### src/rtl/fetch_unit.sv
// fetch_unit: instruction-fetch stage with a writable instruction memory, a
// wrapping program counter and a small FIFO fetch queue feeding decode.
//
// Ports:
//   clk, rst        rising-edge clock, asynchronous active-high reset
//   jump, jump_pc   redirect: flush the queue and load the PC with jump_pc
//   out_ready       decode accepts the head entry this cycle
//   out_valid       head entry valid
//   ins_out, pc_out head {instruction, pc}; both forced to 0 when not valid
//   occupancy       entries currently held in the queue (0..BUF_DEPTH)
//   imem_we/waddr/wdata  instruction memory load port
module fetch_unit #(
  parameter int unsigned   INS_W     = 32,
  parameter int unsigned   PC_W      = 5,
  parameter logic [PC_W-1:0] RESET_PC = '0,
  parameter int unsigned   BUF_DEPTH = 2
) (
  input  logic                           clk,
  input  logic                           rst,
  input  logic                           jump,
  input  logic [PC_W-1:0]                jump_pc,
  input  logic                           out_ready,
  output logic                           out_valid,
  output logic [INS_W-1:0]               ins_out,
  output logic [PC_W-1:0]                pc_out,
  output logic [$clog2(BUF_DEPTH+1)-1:0] occupancy,
  input  logic                           imem_we,
  input  logic [PC_W-1:0]                imem_waddr,
  input  logic [INS_W-1:0]               imem_wdata
);

  localparam int unsigned MEM_D = 1 << PC_W;
  localparam int unsigned CNT_W = $clog2(BUF_DEPTH + 1);
  localparam int unsigned PTR_W = (BUF_DEPTH > 1) ? $clog2(BUF_DEPTH) : 1;
  localparam logic [CNT_W-1:0] DEPTH_C = CNT_W'(BUF_DEPTH);
  localparam logic [PTR_W-1:0] LAST_C  = PTR_W'(BUF_DEPTH - 1);

  logic [INS_W-1:0] r_mem   [MEM_D];
  logic [INS_W-1:0] r_q_ins [BUF_DEPTH];
  logic [PC_W-1:0]  r_q_pc  [BUF_DEPTH];

  logic [PC_W-1:0]  r_pc;
  logic [PTR_W-1:0] r_rd, r_wr;
  logic [CNT_W-1:0] r_count;

  logic             w_pop, w_push;
  logic [INS_W-1:0] w_fetch;

  function automatic logic [PTR_W-1:0] nxt(input logic [PTR_W-1:0] p);
    return (p == LAST_C) ? '0 : p + 1'b1;
  endfunction

  // Combinational read of the word at the current PC; since the write below
  // lands on the edge, a same-edge write to this address is not seen here.
  assign w_fetch = r_mem[r_pc];

  assign out_valid = (r_count != '0);
  assign ins_out   = out_valid ? r_q_ins[r_rd] : '0;
  assign pc_out    = out_valid ? r_q_pc[r_rd]  : '0;
  assign occupancy = r_count;

  assign w_pop  = out_valid & out_ready;
  // A pop on the same edge frees a slot, so a full queue still accepts a push.
  assign w_push = !jump & ((r_count < DEPTH_C) | w_pop);

  // Memory contents survive reset.
  always_ff @(posedge clk) begin
    if (imem_we) r_mem[imem_waddr] <= imem_wdata;
  end

  // Queue payload needs no reset: it is only visible through out_valid.
  always_ff @(posedge clk) begin
    if (w_push) begin
      r_q_ins[r_wr] <= w_fetch;
      r_q_pc[r_wr]  <= r_pc;
    end
  end

  always_ff @(posedge clk or posedge rst) begin
    if (rst) begin
      r_pc    <= RESET_PC;
      r_rd    <= '0;
      r_wr    <= '0;
      r_count <= '0;
    end else if (jump) begin
      // Redirect wins: drop everything, including a pop offered this cycle.
      r_pc    <= jump_pc;
      r_rd    <= '0;
      r_wr    <= '0;
      r_count <= '0;
    end else begin
      if (w_push) begin
        r_pc <= r_pc + 1'b1;  // wraps modulo 2**PC_W
        r_wr <= nxt(r_wr);
      end
      if (w_pop) r_rd <= nxt(r_rd);
      r_count <= r_count + CNT_W'(w_push) - CNT_W'(w_pop);
    end
  end

endmodule

### config.mk
export PLATFORM = sky130hd
export DESIGN_NAME = fetch_unit
export DESIGN_NICKNAME = d
export VERILOG_FILES = /design/src/rtl/fetch_unit.sv
export SDC_FILE = /design/constraint.sdc
export NUM_CORES = 1
export LEC_CHECK = 0
export ABC_AREA = 1
export BUFFER_PORTS_ARGS = -buffer_cell sky130_fd_sc_hd__buf_2
export CORE_MARGIN = 2
export CORE_UTILIZATION = 30
export CTS_BUF_LIST = sky130_fd_sc_hd__clkbuf_4
export DETAILED_ROUTE_END_ITERATION = 16
export MAX_ROUTING_LAYER = met4
export SLEW_MARGIN = 25
export SYNTH_ARGS = -nofsm -noshare
export SYNTH_HDL_FRONTEND = slang
export SYNTH_SLANG_ARGS = --single-unit
### constraint.sdc
create_clock -name clk -period 2.6 [get_ports clk]
set_input_delay 0.26 -clock clk [delete_from_list [all_inputs] [get_ports clk]]
set_output_delay 0.26 -clock clk [all_outputs]
set_load 0.05 [all_outputs]
==> flow_summary.toml, run 1 <==
[final_layout]
fill_cells = 15610
mostFrequentLayoutCell = "nand2_1"
layout-drive-gt1-share_pct = 16.51
layout_common_cells = "1612 x nand2_1, 1098 x edfxtp_1, 715 x inv_1"
finalNetCount = 5092
syn_to_final_growth_pct = 20.40

[floorplan]
start_util_pct = 30.09
die-area_um2 = 161500
coreArea_um2 = 157800
io_pins = 87
rows = 146
die_h_um = 401.9
die_width_um = 401.9

[sta]
fin_setup_tns_ns = -7.322
worst_slew_pin_slew_ns = 0.6392
maxSlewHeadroom_pct = 57.38
hold_violations = 0
setup_violations = 37
clock.fmax_ghz = 0.3456
rsz0062_at_grt = "yes"
finalClockSkew_ns = 0.1299
layout_min_cycle_time_ns = 2.893
report.final.slew_viol_count = 0
setup_ws_ns = -0.2931
fin_crit_sh_pct = 111.3

[global_route]
antenna_found_initial = 14
first_global_vias = 32260
grt_pass1_wl_mm = 208.5
grt_max_degree = 121
grt_overflow = 0
track_usage_pct = 17.84

[place]
gp_congestion = 0.8237
port_buffers = 86
dp_hpwl_mm = 76.20

[clock_tree]
root_buffer = "clkbuf_4"
clock-sinks = 1107
path_clk_slew_ns = 0.06
cts_buffers = 313
tritoncts = "done"
clock_path_buffers = 4
clock_latency_ns = 1.21
htree_levels = 5

[pwr]
p_per_area_nw_per_um2 = 867.1
p_leak_nw = 24.09
vdd_drop_max_v = 0.0005411
finalPower_mw = 49.59

[drt]
drc = 0
drtIter0Drc = 3341
wl_per_cell_um = 19.38
wl_mm = 142.0
vias = 33790
vias_per_cell = 4.612
ant_nets = 0
detail_route.first_pass.iterations = 6

[min_path]
hold_path.class = "in -> reg"

[yosys]
synth_cell_type_count = 25
synth_area_per_cell_um2 = 10.29
synthesis.nets = 4667
synth_cells = 4617
ys_warn_count = 0
ys_seq_area_share_pct = 69.89
synthesis.area_um2 = 47500
yosys_register_bits = 1107

[run]
max_cap_viol_count = 0

[status]
status = "complete, but fails checks"
violations = "negative setup slack"

[critical_path]
cp-end-kind = "output pin"
required_ns = 2.34
worstSetupPathType = "reg -> out"
cp.arrival_ns = 2.63
path_delay_family = "buffers and inverters"
path_buf_inv = 4
worstPathMaxFanout = 6
cp-start-kind = "flip-flop"
cp_slowest_cell = "dfrtp_4"
worst_path_largest_cell_delay_ns = 0.57
path_cells = "inv_12, buf_12, nand2_4, a21oi_4, buf_6, buf_8"
## power breakdown
group	internal [mW]	switching, mW
registers	20.4	0.307
logic	4.47	8.93
clock network	8.46	7.05
## through the flow
step	cells	hold WS, ns	worst slack, ns	cell area, um2	util, %
after detailed placement	6721	0.2966	0.2686	51570	32.67
after floorplan	4617	0.08792	0.2628	47500	-
after global placement	6721	0.2917	0.3259	51570	32.67
after CTS	7311	0.05013	-0.3908	56940	36.08
after global routing	7325	0.1021	-0.3916	57190	36.24
final	7325	0.1678	-0.2931	57190	36.24
## area by class of cell
class / instances / area, um2 / area share, %
inverter: 723 / 2753 / 4.813
antenna: 14 / 35.03 / 0.06126
clock inverter: 55 / 349.1 / 0.6104
tap: 2072 / 2592 / 4.533
timing repair buffer: 333 / 3625 / 6.338
clock buffer: 457 / 3431 / 5.999
sequential: 1107 / 33210 / 58.08
multi-input combinational: 2564 / 11190 / 19.57
## layer usage
layer / GRT usage (%) / share of wire (%)
met5: - / 0
met3: 3.477 / 7.5
met2: 28.32 / 48
met4: 6.167 / 2.6
met1: 22.80 / 42
## cells by family (layout without fill, tap and decap cells)
kind of cell               after synthesis  in the layout  synth area share, %
adders and majority gates                3              3              0.07903
xor gates and xnor gates                 4              4              0.07377
DFF                                   1107           1107                69.89
other                                    0             14                    0
buffers and inverters                  946           1568                8.134
AOI/OAI and AO/OA                      111            111                1.193
and+or+nand+nor                       2446           2446                20.63
## timing repair
action                                  4_1_cts  5_1_grt
gates resized for setup                     187       66
gates cloned                                  7        0
buffers inserted                              8        2
pin swaps                                    18       23
endpoints found under the setup margin       38       39
hold endpoints to repair                   1410        0
hold buffers                                 63        0
## path summary, 6_finish.rpt
| path | start | to | slack (ns) | cells past startpoint |
|---|---|---|---|---|
| max reg2reg | occupancy[1] | occupancy[1] | 0.15 | 10 |
| max in group asynchronous | rst | r_pc[1] | 2.01 | 4 |
| min | imem_wdata[27] | r_mem[0][27] | 0.17 | 2 |
| min reg2reg | r_pc[3] | r_q_pc[1][3] | 0.62 | 0 |
| max | r_rd | ins_out[0] | -0.29 | 6 |
| min in group asynchronous | rst | occupancy[0] | 0.21 | 4 |
## registers in the layout, indices dropped and copies added, names as in the netlist
name / count
r_pc: 5
r_q_ins: 64
r_rd: 1
r_q_pc: 10
r_mem: 1024
r_wr: 1
occupancy: 2
## Yosys cell counts, drive strengths merged
| cell type | count | area share [%] |
|---|---|---|
| o211ai | 1 | 0.016 |
| a31oi | 1 | 0.013 |
| o21ai | 67 | 0.71 |
| edfxtp | 1098 | 69 |
| ha | 3 | 0.079 |
| o22ai | 1 | 0.013 |
| clkbuf | 41 | 0.32 |
| clkinv | 2 | 0.016 |
| xor2 | 3 | 0.055 |
| nand3 | 494 | 5.2 |
| buf | 182 | 2.1 |
| nand2 | 1653 | 13 |
| xnor2 | 1 | 0.018 |
| o21bai | 1 | 0.016 |
| inv | 721 | 5.7 |
| nor2 | 299 | 2.4 |
| dfrtp | 9 | 0.47 |
| a21oi | 39 | 0.41 |
| o221ai | 1 | 0.018 |
(Power assumes the default switching activity.)
==> inputs of run 2 (changes only) <==
ABC_AREA = not set   (was 1)
==> run 2 against run 1 <==
The run still ends with negative setup slack left. Critical path depth fell by 1. Clock-buffer cell count decreased by 53. Non-clock buffer count fell by 82. Cell count is 38% lower. Register-to-register slack gained 0.07 ns. Combinational power shrank 31%. Sequential power about the same. Wire length fell by 21%. Synthesized area is 10% lower. Setup slack improved by 0.054 ns. Synthesized cell count shrank 56%. Critical path type unchanged. Largest power group unchanged. Highest routed layer unchanged.
==> flow_summary.toml, run 2 <==
[critical_path]
cp-start-kind = "flip-flop"
worstPathMaxFanout = 7
worstSetupPathType = "reg -> out"
cp_slowest_cell = "dfrtp_4"
path_cells = "buf_12, buf_12, mux2i_4, nor2_2, buf_6"
cp.arrival_ns = 2.58
cp-end-kind = "output pin"
required_ns = 2.34
crit_path_frequent_cell = "buf_12"
worst_path_largest_cell_delay_ns = 0.58

[sta]
layout_min_cycle_time_ns = 2.839
fin_crit_sh_pct = 109.2
report.final.slew_viol_count = 0
setup_ws_ns = -0.2389
setup_violations = 37
maxSlewHeadroom_pct = 35.98
rsz0062_at_grt = "yes"
finalClockSkew_ns = 0.08523
clock.fmax_ghz = 0.3522
hold_ws_ns = 0.1494
fin_setup_tns_ns = -4.712
hold_violations = 0
worst_slew_pin_slew_ns = 0.9583

[final_layout]
syn_to_final_growth_pct = 19.59
mostFrequentLayoutCell = "edfxtp_1"
layout-drive-gt1-share_pct = 36.80
finalNetCount = 2477
largest_reg_flops = 1024
max_flop_register = "r_mem"
utilization_pct = 36.06
final_cell_area_um2 = 50930
layout_common_cells = "1098 x edfxtp_1, 404 x clkbuf_4, 160 x mux4_2"
stdcell_count = 4512
reg.largest.list = "r_mem x1024, r_q_ins x64, r_q_pc x10"

[yosys]
yosys_register_bits = 1107
synthFlopType = "edfxtp_1"
yosysMostFrequentCell = "edfxtp_1"
async_flop_share_pct = 0.8130
synth_area_leader_cell = "edfxtp_1"
synth_area_per_cell_um2 = 21.19
netlist_top_cells_area = "edfxtp_1 77%, mux4_2 8.5%, mux2i_1 3.9%, mux2_2 1.5%, o22ai_1 0.94%"
ys_warn_count = 0
synthesis.area_um2 = 42590
synth_cell_type_count = 35
yosys.area.top_type_share_pct = 77.42
synthesis.nets = 2060
synth_cells = 2010
synth-edff-count = 1098
ys_seq_area_share_pct = 77.95
synthTopCellsByCount = "1098 x edfxtp_1, 166 x mux2i_1, 160 x mux4_2"

[global_route]
grt_max_degree = 83
antenna_found_initial = 15
first_global_vias = 23410
grt_overflow = 0
track_usage_pct = 15.83
grt_pass1_wl_mm = 161.8

[floorplan]
start_util_pct = 30.15
die_width_um = 380.8
die-area_um2 = 145000
coreArea_um2 = 141200
rows = 138
io_pins = 87
die_h_um = 380.8

[clock_tree]
path_clk_slew_ns = 0.07
clock_path_buffers = 4
root_buffer = "clkbuf_4"
clock_latency_ns = 1.13
htree_levels = 5
tritoncts = "done"
clock-sinks = 1107
cts_buffers = 287

[pwr]
p_per_area_nw_per_um2 = 857.0
p_leak_nw = 16.36
vdd_drop_max_v = 0.0005793
finalPower_mw = 43.65

[place]
dpl_cell_area_um2 = 46260
port_buffers = 86
dp_slack_ns = 0.2408
gp_congestion = 0.7729
dp_hpwl_mm = 60.59
dp_cells = 3964

[drt]
vias = 22260
ant_nets = 0
vias_per_cell = 4.933
wl_per_cell_um = 24.96
wl_mm = 112.6
drtIter0Drc = 2049
detail_route.first_pass.iterations = 7
drc = 0

[min_path]
hold_path.class = "in -> reg"

[status]
status = "complete, but fails checks"
violations = "negative setup slack"

[run]
max_cap_viol_count = 0
[run 2: changes by cell type after synthesis, sizes merged, moves of 39 or more]
cell   delta
a21oi    -39
buf     -101
mux2     +64
o21ai    -62
inv     -717
nand3   -492
mux4    +160
nand2  -1612
nor2    -220
mux2i   +166
o22ai    +63
[run 2: worst max-delay path: cells and delay by family (launching register included)]
family	cells	cell delay [ns]
buf+inv	3	0.51
mux	1	0.20
flops	1	0.58
simple gates	1	0.11
[run 2: power by group]
group | internal [mW] | total [mW] | switching [mW]
Clock | 7.31 | 13.9 | 6.60
Combinational | 3.76 | 9.18 | 5.42
Sequential | 20.3 | 20.6 | 0.269
Total | 31.4 | 43.6 | 12.3
[run 2: logic make-up after synthesis]
| family | after synthesis | synth area share [%] |
|---|---|---|
| flip-flops | 1107 | 77.95 |
| multiplexers | 390 | 14.06 |
| AO/OA/AOI/OAI | 229 | 4.289 |
| AND/OR/NAND/NOR | 146 | 1.478 |
| buffers and inverters | 127 | 1.974 |
| XOR/XNOR | 8 | 0.1645 |
| adder cells (fa/ha/maj) | 3 | 0.08815 |
[run 2: final cells by class]
class,count,area [um2]
clock buffer,404,3033
antenna,13,32.53
multi-input combinational,776,9166
fill,13120,90310
timing repair buffer,251,2788
sequential,1107,33210
clock inverter,67,315.3
tap,1890,2365
inverter,4,15.01
[run 2: path summary, 6_finish.rpt]
kind	startpoint	to	slack [ns]	cells past startpoint
setup reg to reg	r_pc[2]	r_q_ins[0][18]	0.22	6
min in group asynchronous	rst	r_wr	0.31	4
max in group asynchronous	rst	r_pc[3]	1.82	4
hold reg to reg	occupancy[1]	occupancy[1]	0.74	3
setup / recovery	r_rd	ins_out[8]	-0.24	5
hold / removal	out_ready	r_rd	0.15	5
[run 2: repair_timing]
| action | in CTS | in global routing |
|---|---|---|
| endpoints found under the hold margin | 1298 | 0 |
| hold buffers | 52 | 0 |
| cloned | 2 | 0 |
| setup endpoints to repair | 37 | 38 |
| gates resized for setup | 134 | 26 |
| pin swaps | 6 | 8 |
| setup buffers | 7 | 4 |
[run 2: metal layers]
| metal | global-route usage (%) | up-vias | routed length (um) | part of all wire (%) |
|---|---|---|---|---|
| li1 | - | 9461 | - | - |
| met1 | 19.23 | 11750 | 45680 | 41 |
| met2 | 26.04 | 908 | 56980 | 51 |
| met3 | 3.704 | 141 | 7630 | 6.8 |
| met4 | 5.160 | 0 | 2341 | 2.1 |
| met5 | - | - | 0 | 0 |
